## config.mk

```make
export PLATFORM = sky130hd
export DESIGN_NAME = decode_stage
export DESIGN_NICKNAME = d
export VERILOG_FILES = /design/src/rtl/decode_pkg.sv /design/src/rtl/decode_onehot.sv /design/src/rtl/decode_stage.sv
export SDC_FILE = /design/constraint.sdc
export NUM_CORES = 1
export LEC_CHECK = 0
export ABC_CLOCK_PERIOD_IN_PS = 4200
export CORE_UTILIZATION = 40
export DETAILED_ROUTE_END_ITERATION = 8
export GPL_TIMING_DRIVEN = 0
export PLACE_DENSITY_LB_ADDON = 0.2
export SLEW_MARGIN = 40
export SYNTH_ARGS = -nofsm -noshare
export SYNTH_HDL_FRONTEND = slang
export SYNTH_HIERARCHICAL = 1
export SYNTH_SLANG_ARGS = --single-unit
```

## constraint.sdc

```tcl
create_clock -name clk -period 4.2 [get_ports clk]
set_clock_uncertainty 0.1 [all_clocks]
set_input_delay 1.26 -clock clk [delete_from_list [all_inputs] [get_ports clk]]
set_output_delay 1.26 -clock clk [all_outputs]
set_load 0.05 [all_outputs]
```

## src/rtl/decode_pkg.sv

```systemverilog
// decode_pkg: shared constants for the decode stage.
// One-hot bit indices, MIPS opcode/funct codes and buffer state enum.
package decode_pkg;

    localparam int IDX_ADD     = 0;
    localparam int IDX_ADDU    = 1;
    localparam int IDX_SUB     = 2;
    localparam int IDX_SUBU    = 3;
    localparam int IDX_AND     = 4;
    localparam int IDX_OR      = 5;
    localparam int IDX_XOR     = 6;
    localparam int IDX_NOR     = 7;
    localparam int IDX_SLT     = 8;
    localparam int IDX_SLTU    = 9;
    localparam int IDX_SLL     = 10;
    localparam int IDX_SRL     = 11;
    localparam int IDX_SRA     = 12;
    localparam int IDX_SLLV    = 13;
    localparam int IDX_SRLV    = 14;
    localparam int IDX_SRAV    = 15;
    localparam int IDX_JR      = 16;
    localparam int IDX_ADDI    = 17;
    localparam int IDX_ADDIU   = 18;
    localparam int IDX_ANDI    = 19;
    localparam int IDX_ORI     = 20;
    localparam int IDX_XORI    = 21;
    localparam int IDX_LUI     = 22;
    localparam int IDX_LW      = 23;
    localparam int IDX_SW      = 24;
    localparam int IDX_BEQ     = 25;
    localparam int IDX_BNE     = 26;
    localparam int IDX_SLTI    = 27;
    localparam int IDX_SLTIU   = 28;
    localparam int IDX_J       = 29;
    localparam int IDX_JAL     = 30;
    localparam int IDX_ILLEGAL = 31;

    localparam logic [5:0] OP_RTYPE = 6'h00;
    localparam logic [5:0] OP_J     = 6'h02;
    localparam logic [5:0] OP_JAL   = 6'h03;
    localparam logic [5:0] OP_BEQ   = 6'h04;
    localparam logic [5:0] OP_BNE   = 6'h05;
    localparam logic [5:0] OP_ADDI  = 6'h08;
    localparam logic [5:0] OP_ADDIU = 6'h09;
    localparam logic [5:0] OP_SLTI  = 6'h0A;
    localparam logic [5:0] OP_SLTIU = 6'h0B;
    localparam logic [5:0] OP_ANDI  = 6'h0C;
    localparam logic [5:0] OP_ORI   = 6'h0D;
    localparam logic [5:0] OP_XORI  = 6'h0E;
    localparam logic [5:0] OP_LUI   = 6'h0F;
    localparam logic [5:0] OP_LW    = 6'h23;
    localparam logic [5:0] OP_SW    = 6'h2B;

    localparam logic [5:0] FN_SLL  = 6'h00;
    localparam logic [5:0] FN_SRL  = 6'h02;
    localparam logic [5:0] FN_SRA  = 6'h03;
    localparam logic [5:0] FN_SLLV = 6'h04;
    localparam logic [5:0] FN_SRLV = 6'h06;
    localparam logic [5:0] FN_SRAV = 6'h07;
    localparam logic [5:0] FN_JR   = 6'h08;
    localparam logic [5:0] FN_ADD  = 6'h20;
    localparam logic [5:0] FN_ADDU = 6'h21;
    localparam logic [5:0] FN_SUB  = 6'h22;
    localparam logic [5:0] FN_SUBU = 6'h23;
    localparam logic [5:0] FN_AND  = 6'h24;
    localparam logic [5:0] FN_OR   = 6'h25;
    localparam logic [5:0] FN_XOR  = 6'h26;
    localparam logic [5:0] FN_NOR  = 6'h27;
    localparam logic [5:0] FN_SLT  = 6'h2A;
    localparam logic [5:0] FN_SLTU = 6'h2B;

    typedef enum logic [1:0] {
        EMPTY,
        ONE,
        TWO
    } buf_state_t;

endpackage

```

## src/rtl/decode_onehot.sv

```systemverilog
// decode_onehot: combinational instruction word to one-hot class vector.
// Ports: instr[31:0] in, onehot[31:0] out (bit 31 = illegal).
module decode_onehot
    import decode_pkg::*;
(
    input  logic [31:0] instr,
    output logic [31:0] onehot
);

    logic [5:0] op;
    logic [5:0] funct;
    logic       unused_fields;

    assign op    = instr[31:26];
    assign funct = instr[5:0];

    // Register/immediate fields are decoded downstream from instr_out.
    assign unused_fields = ^instr[25:6];

    always_comb begin
        onehot = '0;
        if (op == OP_RTYPE) begin
            case (funct)
                FN_ADD:  onehot[IDX_ADD]  = 1'b1;
                FN_ADDU: onehot[IDX_ADDU] = 1'b1;
                FN_SUB:  onehot[IDX_SUB]  = 1'b1;
                FN_SUBU: onehot[IDX_SUBU] = 1'b1;
                FN_AND:  onehot[IDX_AND]  = 1'b1;
                FN_OR:   onehot[IDX_OR]   = 1'b1;
                FN_XOR:  onehot[IDX_XOR]  = 1'b1;
                FN_NOR:  onehot[IDX_NOR]  = 1'b1;
                FN_SLT:  onehot[IDX_SLT]  = 1'b1;
                FN_SLTU: onehot[IDX_SLTU] = 1'b1;
                FN_SLL:  onehot[IDX_SLL]  = 1'b1;
                FN_SRL:  onehot[IDX_SRL]  = 1'b1;
                FN_SRA:  onehot[IDX_SRA]  = 1'b1;
                FN_SLLV: onehot[IDX_SLLV] = 1'b1;
                FN_SRLV: onehot[IDX_SRLV] = 1'b1;
                FN_SRAV: onehot[IDX_SRAV] = 1'b1;
                FN_JR:   onehot[IDX_JR]   = 1'b1;
                default: onehot[IDX_ILLEGAL] = 1'b1;
            endcase
        end else begin
            case (op)
                OP_ADDI:  onehot[IDX_ADDI]  = 1'b1;
                OP_ADDIU: onehot[IDX_ADDIU] = 1'b1;
                OP_ANDI:  onehot[IDX_ANDI]  = 1'b1;
                OP_ORI:   onehot[IDX_ORI]   = 1'b1;
                OP_XORI:  onehot[IDX_XORI]  = 1'b1;
                OP_LUI:   onehot[IDX_LUI]   = 1'b1;
                OP_LW:    onehot[IDX_LW]    = 1'b1;
                OP_SW:    onehot[IDX_SW]    = 1'b1;
                OP_BEQ:   onehot[IDX_BEQ]   = 1'b1;
                OP_BNE:   onehot[IDX_BNE]   = 1'b1;
                OP_SLTI:  onehot[IDX_SLTI]  = 1'b1;
                OP_SLTIU: onehot[IDX_SLTIU] = 1'b1;
                OP_J:     onehot[IDX_J]     = 1'b1;
                OP_JAL:   onehot[IDX_JAL]   = 1'b1;
                default:  onehot[IDX_ILLEGAL] = 1'b1;
            endcase
        end
    end

endmodule

```

## src/rtl/decode_stage.sv

```systemverilog
// decode_stage: registered decode with 2-entry skid buffer and flush.
// Ports: clk, rst (sync high); in: instr_in/pc_in/in_valid -> in_ready;
// out: decoded_instr/instr_out/pc_out/out_valid <- out_ready; flush.
// Optional illegal_cnt[15:0] when DECODE_ILLEGAL_CNT_EN is defined.
module decode_stage
    import decode_pkg::*;
#(
    parameter int PC_W = 32
) (
    input  logic            clk,
    input  logic            rst,
    input  logic [31:0]     instr_in,
    input  logic [PC_W-1:0] pc_in,
    input  logic            in_valid,
    output logic            in_ready,
    output logic [31:0]     decoded_instr,
    output logic [31:0]     instr_out,
    output logic [PC_W-1:0] pc_out,
    output logic            out_valid,
    input  logic            out_ready,
    input  logic            flush
`ifdef DECODE_ILLEGAL_CNT_EN
    ,
    output logic [15:0]     illegal_cnt
`endif
);

    buf_state_t      state;
    buf_state_t      state_nxt;
    logic            in_fire;
    logic            out_fire;
    logic            load_head_in;
    logic            load_head_skid;
    logic            load_skid;
    logic [31:0]     dec;
    logic [31:0]     skid_onehot;
    logic [31:0]     skid_instr;
    logic [PC_W-1:0] skid_pc;

    assign in_fire  = in_valid & in_ready;
    assign out_fire = out_valid & out_ready;

    decode_onehot u_dec (
        .instr  (instr_in),
        .onehot (dec)
    );

    always_comb begin
        state_nxt      = state;
        load_head_in   = 1'b0;
        load_head_skid = 1'b0;
        load_skid      = 1'b0;
        if (flush) begin
            state_nxt = EMPTY;
        end else begin
            unique case (state)
                EMPTY: begin
                    if (in_fire) begin
                        state_nxt    = ONE;
                        load_head_in = 1'b1;
                    end
                end
                ONE: begin
                    if (in_fire && out_fire) begin
                        load_head_in = 1'b1;
                    end else if (in_fire) begin
                        state_nxt = TWO;
                        load_skid = 1'b1;
                    end else if (out_fire) begin
                        state_nxt = EMPTY;
                    end
                end
                TWO: begin
                    if (out_fire) begin
                        state_nxt      = ONE;
                        load_head_skid = 1'b1;
                    end
                end
                default: state_nxt = EMPTY;
            endcase
        end
    end

    always_ff @(posedge clk) begin
        if (rst) begin
            state         <= EMPTY;
            out_valid     <= 1'b0;
            in_ready      <= 1'b1;
            decoded_instr <= '0;
            instr_out     <= '0;
            pc_out        <= '0;
            skid_onehot   <= '0;
            skid_instr    <= '0;
            skid_pc       <= '0;
        end else begin
            state     <= state_nxt;
            out_valid <= (state_nxt != EMPTY);
            in_ready  <= (state_nxt != TWO);
            if (load_head_in) begin
                decoded_instr <= dec;
                instr_out     <= instr_in;
                pc_out        <= pc_in;
            end else if (load_head_skid) begin
                decoded_instr <= skid_onehot;
                instr_out     <= skid_instr;
                pc_out        <= skid_pc;
            end
            if (load_skid) begin
                skid_onehot <= dec;
                skid_instr  <= instr_in;
                skid_pc     <= pc_in;
            end
        end
    end

`ifdef DECODE_ILLEGAL_CNT_EN
    always_ff @(posedge clk) begin
        if (rst) begin
            illegal_cnt <= '0;
        end else if (in_fire && !flush && dec[IDX_ILLEGAL]
                     && illegal_cnt != 16'hFFFF) begin
            illegal_cnt <= illegal_cnt + 16'd1;
        end
    end
`endif

endmodule

```

==> results of run 1 <==
## layout make-up
class	count	area, um^2	share of cell area
Buffer	144	707	0.0601
Inverter	2	7.51	0.000638
Clock inverter	10	124	0.0105
Multi-Input combinational cell	758	4540	0.385
Tap cell	285	357	0.0303
Sequential cell	196	3920	0.333
Timing Repair Buffer	165	1650	0.140
Clock buffer	22	464	0.0394
## kinds of logic after synthesis
| logic type | synth area share |
|---|---|
| compound gates | 0.260 |
| mux | 0.00109 |
| buf+inv | 0.0779 |
| simple gates | 0.233 |
| flops | 0.428 |
## flip-flops by register name, summed over array words and instances (netlist names)
register,count
decoded_instr,32
instr_out,32
pc_out,32
skid_instr,32
skid_onehot,32
skid_pc,32
state,2
in_ready,1
out_valid,1
## through the flow
step / power, mW / instance area [um^2] / util / instances
after floorplan: 2.52 / 9170 / - / 1100
after global placement: 2.84 / 11200 / 0.495 / 1550
after detailed placement: 2.85 / 11200 / 0.495 / 1550
after CTS: 4.49 / 11800 / 0.521 / 1582
after global routing: 4.62 / 11800 / 0.521 / 1582
final: 4.48 / 11800 / 0.521 / 1582
## layout by cell type (no fill, tap or decap), drive strengths merged, types with 3 or more instances in the layout
| master | n |
|---|---|
| buf | 62 |
| nor4 | 3 |
| a311oi | 96 |
| inv | 4 |
| nand2b | 5 |
| clkbuf | 104 |
| nand3 | 99 |
| clkinvlp | 5 |
| nor2 | 21 |
| nand2 | 6 |
| o21ai | 194 |
| nor2b | 3 |
| nand4b | 3 |
| nand4 | 5 |
| a21oi | 98 |
| nand3b | 100 |
| nor3 | 105 |
| dfxtp | 196 |
| clkdlybuf4s50 | 165 |
## Yosys cell counts (all sizes together)
| library cell | number | area share |
|---|---|---|
| clkbuf | 82 | 0.034 |
| a311oi | 96 | 0.094 |
| and2b | 2 | 0.0019 |
| o211ai | 2 | 0.0016 |
| and4b | 2 | 0.0022 |
| and3 | 1 | 0.00082 |
| mux2i | 1 | 0.0011 |
| o21a | 1 | 0.00082 |
| and3b | 1 | 0.0011 |
| nor2 | 21 | 0.0086 |
| nor3b | 1 | 0.00082 |
| inv | 2 | 0.00082 |
| and4bb | 1 | 0.0014 |
| and4 | 1 | 0.00095 |
| o211a | 1 | 0.0011 |
| nand3 | 99 | 0.055 |
| nand4 | 5 | 0.0034 |
| nand4b | 3 | 0.0035 |
| nand4bb | 1 | 0.0012 |
| a21oi | 98 | 0.053 |
| o21bai | 1 | 0.00082 |
| a21boi | 1 | 0.00082 |
| nand2 | 6 | 0.0027 |
| buf | 62 | 0.044 |
| nor2b | 3 | 0.0020 |
| o21ai | 194 | 0.11 |
| nor3 | 105 | 0.057 |
| dfxtp | 196 | 0.43 |
| nor4 | 3 | 0.0037 |
| nand3b | 100 | 0.082 |
| nor4b | 1 | 0.0016 |
| nand2b | 5 | 0.0034 |
| a21bo | 1 | 0.0011 |
| o2111ai | 1 | 0.00095 |
## layer usage
layer / up-vias / part of all wire / routed length [um]
li1: 4512 / - / -
met1: 4472 / 0.47 / 13800
met2: 331 / 0.46 / 13500
met3: 31 / 0.062 / 1860
met4: 0 / 0.017 / 497
met5: - / 0 / 0
## power by group through the flow
stage               combinational, mW  clock, mW  sequential, mW
floorplan                       0.281          0            2.24
global placement                0.826          0            2.02
detailed placement              0.829          0            2.02
CTS                             0.832       1.68            1.98
global route                    0.884       1.75            1.98
finish                          0.836       1.67            1.97
## worst max-delay path: stages
cell             delay, ns
clkdlybuf4s50_1       0.65
buf_2                 0.37
clkbuf_1              0.51
clkbuf_1              0.39
nand3b_1              0.19
a311oi_1              0.10
## path summary, 6_finish.rpt
check,start,endpoint,depth (start not counted)
min reg2reg,skid_pc[15],skid_pc[15],2
max reg2reg,state[0],instr_out[24],5
min,skid_pc[15],skid_pc[15],2
max,flush,instr_out[30],6
==> out/results.ini, run 1 <==
[status]
status=finished clean

[synthesis]
yosysWarnings=6
synth_cells=1100
avgSynthCellArea_um2=8.34
ys_ff_latch=196
syn_nets=1169
yosysUniqueCellTypes=43
synth_area_mm2=0.00917
ys_seq_area_frac=0.428

[global_routing]
gr-usage-met2=0.404
grt_max_degree=17
grt_overflow_total=0
grt_pass1_vias=8850
grt_usage=0.252
met3_usage=0.0391
grt_pass1_wl_um=47700
grt.busiest_layer=met2
use_met1=0.349
antenna_found_initial=0

[clock_network]
worst_setup_hold_path_clk_slew_ns=0.07
cts_made_buffers=17
post-cts-setup-buffers=0
clockRootBuffer=clkbuf_16
cts_tree=yes
h-tree-depth=4
ctsHoldBuffers=0
clockBufferDepth=2
cts_sinks=196
ctsResizeCount=0
clock_latency_ns=0.44

[floorplanning]
die_w_um=153
io_pins=167
core_mm2=0.0226
row_count=55
die_area_mm2=0.0235
start_util=0.406
die_h_um=153

[timing]
slew_viol_final=0
hold_viol_final=0
finalSetupTns_ns=0
max_freq_mhz=305
fin_ws_ns=0.925
grt_setup_unrepaired=no
fin_crit_ns=3.27
worstMarginPinSlew_ns=0.828
fin_crit_sh=0.780
whs_ns=0.376
setup_viol=0
relSlewSlack=0.448

[route]
drc=0
ant_nets=0
wire_per_inst_um=18.8
wl_um=29700
viasPerCell=5.91
dr.pass1.iters=5
drt_iter0_drc=726
vias=9346

[power]
p_switching_mw=1.35
seqPwrFrac=0.441
clkPwrFrac=0.373
p_per_area_mw_per_mm2=381
p_leak_nw=3.64
power.internal_mw=3.13
p_sw_frac=0.301
ir_worst_vdd_mv=0.195
combinationalPowerShare=0.187

[cells_and_area]
drive_gt1_frac=0.0779
n_antenna_cell=0
final_nets=1353
syn_to_final_growth_pct=28.3
fill_cells=2167

[worst_setup_path]
regToRegSetupSlack_ns=2.21
arrival_ns=3.48
crit_required_ns=4.41
critPathKind=in2reg
cp-start-kind=input port
endpoint_kind=flip-flop
cp_max_fo=10

[placed_design]
io_buffer_count=165
place_ws_ns=0.500
dp_hpwl_um=20600
place.gp.congestion=0.877

[min_path]
hold_path_class=reg2reg

[flow_run]
drv_cap=0

No activity file was read; power rests on OpenSTA's default activity.
==> run 2: changes to the inputs <==
- ABC_CLOCK_PERIOD_IN_PS: 4200 -> 2950
- clock period: 4.2 -> 2.95 ns (I/O delays scaled with it)
==> run 2 against run 1 <==
Net effect: sequential share of layout area about the same; worst hold slack improved by 0.00063 ns; first-iteration DRC count grew 6.9%; global-route usage did not move.
==> out/results.ini, run 2 (synthesis results as in run 1) <==
[status]
status=finished clean

[clock_network]
cts_made_buffers=17  ; unchanged
clockBufferDepth=2  ; unchanged
h-tree-depth=4  ; unchanged
clock_latency_ns=0.44  ; about the same
cts_tree=yes
worst_setup_hold_path_clk_slew_ns=0.07  ; about the same
ctsResizeCount=0  ; unchanged
cts_sinks=196  ; unchanged
clockRootBuffer=clkbuf_16

[global_routing]
use_met1=0.349  ; unchanged
antenna_found_initial=0  ; unchanged
grt.busiest_layer=met2
grt_max_degree=17  ; unchanged
grt_usage=0.252  ; unchanged
grt_pass1_wl_um=47700  ; unchanged
grt_pass1_vias=8850  ; unchanged
gr-usage-met2=0.404  ; unchanged
met3_usage=0.0391  ; unchanged
grt_overflow_total=0  ; unchanged

[power]
ir_worst_vdd_mv=0.279  ; +43%
p_leak_nw=3.65  ; +0.26%
total_power_mw=6.38  ; +42%
p_per_area_mw_per_mm2=542  ; +42%

[route]
drc=0  ; unchanged
wire_per_inst_um=18.8  ; about the same
wl_um=29700  ; about the same
dr.pass1.iters=5  ; unchanged
ant_nets=0  ; unchanged
drt_iter0_drc=776  ; +6.9%
viasPerCell=5.92  ; +0.29%
vias=9379  ; +0.35%

[min_path]
min_to=skid_pc[15]
hold_path_class=reg2reg
hold_start=skid_pc[15]
hold-path-cell-count=2  ; unchanged

[timing]
max_freq_mhz=368
fin_crit_sh=0.921
fin_crit_ns=2.72
setup_viol=0  ; unchanged
slew_viol_final=0  ; unchanged
whs_ns=0.377  ; +0.000633 ns
relSlewSlack=0.451  ; +0.00269
hold_viol_final=0  ; unchanged
worstMarginPinSlew_ns=0.824  ; -0.00404 ns
grt_setup_unrepaired=no
finalSetupTns_ns=0  ; unchanged

[floorplanning]
start_util=0.406  ; unchanged
io_pins=167  ; unchanged
die_w_um=153  ; unchanged
die_area_mm2=0.0235  ; unchanged
die_h_um=153  ; unchanged
row_count=55  ; unchanged
core_mm2=0.0226  ; unchanged

[worst_setup_path]
r2r_cells=5  ; unchanged
cp-start-kind=flip-flop
r2r-start=state[0]
reg2reg_to=skid_onehot[14]
critPathTopFamily=buffers and inverters
crit_required_ns=1.97  ; -2.44 ns
max_stage_delay_ns=0.87  ; +0.22 ns
cp_max_fo=6  ; -4
critPathKind=reg2out
regToRegSetupSlack_ns=0.94  ; -1.27 ns
arrival_ns=1.73  ; -1.75 ns
endpoint_kind=output pin
crit_buf_inv=1  ; -3
path_depth=1  ; -5
critPathSlowestCell=clkdlybuf4s50_1
crit_chain=clkdlybuf4s50_1

[cells_and_area]
final_cell_mix=196 x dfxtp_1, 189 x o21ai_0, 165 x clkdlybuf4s50_1
fill_cells=2165  ; -0.092%
syn_to_final_growth_pct=28.4  ; about the same
layout_commonest_cell=dfxtp_1
n_antenna_cell=0  ; unchanged
final_nets=1354  ; +0.074%
final_cell_count_no_fill=1583  ; +0.063%
final_cell_area_mm2=0.0118  ; about the same
drive_gt1_frac=0.0794  ; +0.00148

[placed_design]
dp_cells=1550  ; unchanged
placed_area_mm2=0.0112  ; unchanged
io_buffer_count=165  ; unchanged
dp_hpwl_um=20600  ; unchanged
place.gp.congestion=0.877  ; unchanged

[flow_run]
drv_cap=0  ; unchanged

[run 2: final cells by class]
class | instances | area [um^2] | area share
clock buffers | 22 | 464 | 0.0394
plain buffers | 143 | 703 | 0.0597
inverters | 2 | 7.51 | 0.000637
well taps | 285 | 357 | 0.0303
repair buffers | 167 | 1670 | 0.141
multi-input cells | 758 | 4540 | 0.385
flip-flops and latches | 196 | 3920 | 0.333
clock inverters | 10 | 124 | 0.0105
[run 2: worst max path at each step]
stage                       startpoint                to
final                         in_ready          in_ready
after global routing             flush        pc_out[16]
after CTS                        flush     instr_out[30]
after detailed placement         flush     instr_out[30]
after global placement           flush     instr_out[25]
after floorplan           instr_in[28]  decoded_instr[0]
[run 2: report_power, final]
group / total [mW] / switching [mW] / internal, mW / leakage [nW]
logic: 1.19 / 0.785 / 0.406 / 1.79
clock network: 2.38 / 1.08 / 1.30 / 0.270
registers: 2.81 / 0.0597 / 2.75 / 1.60
total: 6.38 / 1.92 / 4.46 / 3.65
[run 2: metal layers]
layer  share of wire  vias up
met4           0.016        0
li1                -     4510
met3           0.056       35
met5               0        -
met2            0.46      319
met1            0.47     4515
[run 2: per-stage QoR]
stage,setup WS [ns],utilization
after floorplan,0.578,-
after global placement,-0.351,0.495
after detailed placement,-0.375,0.495
after CTS,0.0927,0.521
after global routing,0.0717,0.522
final,0.233,0.522
[run 2: timing repair]
| action | in CTS | in global routing |
|---|---|---|
| setup buffers | 0 | 2 |
| hold buffers | 0 | 0 |
| setup endpoints to repair | 0 | 27 |
==> run 3: changes to the inputs <==
- CORE_MARGIN: not set -> 4
==> run 3 against run 2 <==
Net effect: register-to-register slack hardly changed; non-clock buffer count stayed put; critical path depth is 5 higher; worst setup slack worse by 0.14 ns; worst hold slack worse by 0.0030 ns; total power is 0.58% lower; global-route usage is 2.3 points lower; combinational power hardly changed; largest power group unchanged; clock power is 2% lower; first-iteration DRC count is 12% lower; highest routed layer unchanged.
==> out/results.ini, run 3 (synthesis results as in run 1) <==
[cells_and_area]
regArea_mm2=0.00392  ; unchanged
final_cell_mix=196 x dfxtp_1, 189 x o21ai_0, 165 x clkdlybuf4s50_1
drive_gt1_frac=0.0809  ; +0.00154
syn_to_final_growth_pct=28.3  ; about the same
final_nets=1354  ; unchanged
fill_cells=2205  ; +1.8%
final_util=0.522  ; about the same
multi_input_area_mm2=0.00454  ; unchanged
layout_commonest_cell=dfxtp_1
final_cell_area_mm2=0.0118  ; about the same
n_antenna_cell=0  ; unchanged

[route]
drt_iter0_drc=686  ; -12%
ant_nets=0  ; unchanged
dr.pass1.iters=8  ; +3
viasPerCell=5.91  ; -0.17%
wl_um=30300  ; +1.8%
drc=0  ; unchanged
wire_per_inst_um=19.1  ; +1.8%
vias=9363  ; -0.17%

[global_routing]
grt_overflow_total=0  ; unchanged
grt_pass1_wl_um=48400  ; +1.4%
grt_max_degree=19  ; +2
antenna_found_initial=0  ; unchanged
grt_pass1_vias=9041  ; +2.2%
grt_usage=0.229  ; -0.0235

[timing]
relSlewSlack=0.454  ; +0.00341
fin_crit_sh=0.968  ; +0.0466
hold_viol_final=0  ; unchanged
grt_setup_unrepaired=no
worstMarginPinSlew_ns=0.819  ; -0.00512 ns
fin_crit_ns=2.85  ; +0.137 ns
finalSetupTns_ns=0  ; unchanged
setup_viol=0  ; unchanged
slew_viol_final=0  ; unchanged
max_freq_mhz=350  ; -4.8%

[worst_setup_path]
crit_chain=clkdlybuf4s50_1 > buf_2 > clkbuf_1 > clkbuf_1 > nand3b_1 > a311oi_1
arrival_ns=3.07  ; +1.34 ns
crit_buf_inv=4  ; +3
max_stage_delay_ns=0.65  ; -0.22 ns
cp-start-kind=input port
cp_max_fo=10  ; +4
critPathSlowestCell=clkdlybuf4s50_1
endpoint_kind=flip-flop
critPathMostFrequentCell=clkbuf_1
critPathTopFamily=buffers and inverters
critPathKind=in2reg
crit_required_ns=3.16  ; +1.19 ns

[placed_design]
place.gp.congestion=0.891  ; +1.6%
placed_area_mm2=0.0112  ; unchanged
io_buffer_count=165  ; unchanged
dp_hpwl_um=21100  ; +2.2%

[floorplanning]
row_count=55  ; unchanged
die_h_um=159  ; +3.9%
io_pins=167  ; unchanged
die_w_um=159  ; +3.9%
start_util=0.406  ; unchanged
die_area_mm2=0.0254  ; +8.0%
core_mm2=0.0226  ; unchanged

[clock_network]
clockBufferDepth=2  ; unchanged
worst_setup_hold_path_clk_slew_ns=0.07  ; about the same
cts_sinks=196  ; unchanged
clock_latency_ns=0.44  ; about the same
cts_made_buffers=17  ; unchanged
clockRootBuffer=clkbuf_16
cts_tree=yes
h-tree-depth=4  ; unchanged

[power]
p_per_area_mw_per_mm2=539  ; -0.50%
total_power_mw=6.34  ; -0.58%
p_leak_nw=3.66  ; +0.21%
ir_worst_vdd_mv=0.276  ; -0.85%

[flow_run]
drv_cap=0  ; unchanged

[min_path]
hold_path_class=reg2reg

[status]
status=finished clean

run 3: cell count changes in the layout (fill, tap and decap cells not counted), sizes merged:
cell,before,now
clkbuf,103,100
bufinv,2,1
clkinvlp,5,2
inv,4,7
buf,64,63
clkinv,1,6
run 3: what timing repair did:
action / in CTS / in global routing
endpoints found under the setup margin: 0 / 3
resized for setup: 0 / 0
buffers inserted: 0 / 1
hold endpoints to repair: 0 / 0
hold buffers: 0 / 0
run 3: path summary, 6_finish.rpt:
check / start / end / slack, ns / cells after the start
setup / recovery: flush / pc_out[19] / 0.1 / 6
hold / removal: skid_pc[24] / skid_pc[24] / 0.37 / 2
setup reg to reg: state[0] / instr_out[23] / 0.95 / 5
hold reg to reg: skid_pc[24] / skid_pc[24] / 0.37 / 2
run 3: layout make-up:
type                            count  area share
Buffer                            144      0.0601
Inverter                            2    0.000638
Sequential cell                   196       0.333
Clock buffer                       18      0.0373
Clock inverter                     14      0.0121
Tap cell                          285      0.0303
Multi-Input combinational cell    758       0.385
Timing Repair Buffer              166       0.141
run 3: power breakdown:
group | switching, mW | leakage (nW) | internal (mW)
clock network | 1.13 | 0.281 | 1.21
registers | 0.0586 | 1.60 | 2.75
logic | 0.787 | 1.78 | 0.406
run 3: stage by stage:
stage	hold WS [ns]	setup slack, ns	instances
final	0.374	0.0956	1583
after global routing	0.396	0.00869	1583
after CTS	0.376	0.0984	1582
after detailed placement	0.366	-0.358	1550
after global placement	0.360	-0.373	1550
after floorplan	0.354	0.578	1100
run 3: tightest hold or removal path, stage by stage, from the launching register on:
cell     delay, ns
dfxtp_1       0.31
o21ai_0       0.06
a21oi_1       0.06
run 3: per-layer routing:
| layer | up-vias | GRT usage | wire length, um |
|---|---|---|---|
| li1 | 4524 | - | - |
| met1 | 4430 | 0.312 | 13700 |
| met2 | 370 | 0.369 | 13900 |
| met3 | 39 | 0.0440 | 2120 |
| met4 | 0 | 0.0690 | 555 |
| met5 | - | 0 | 0 |
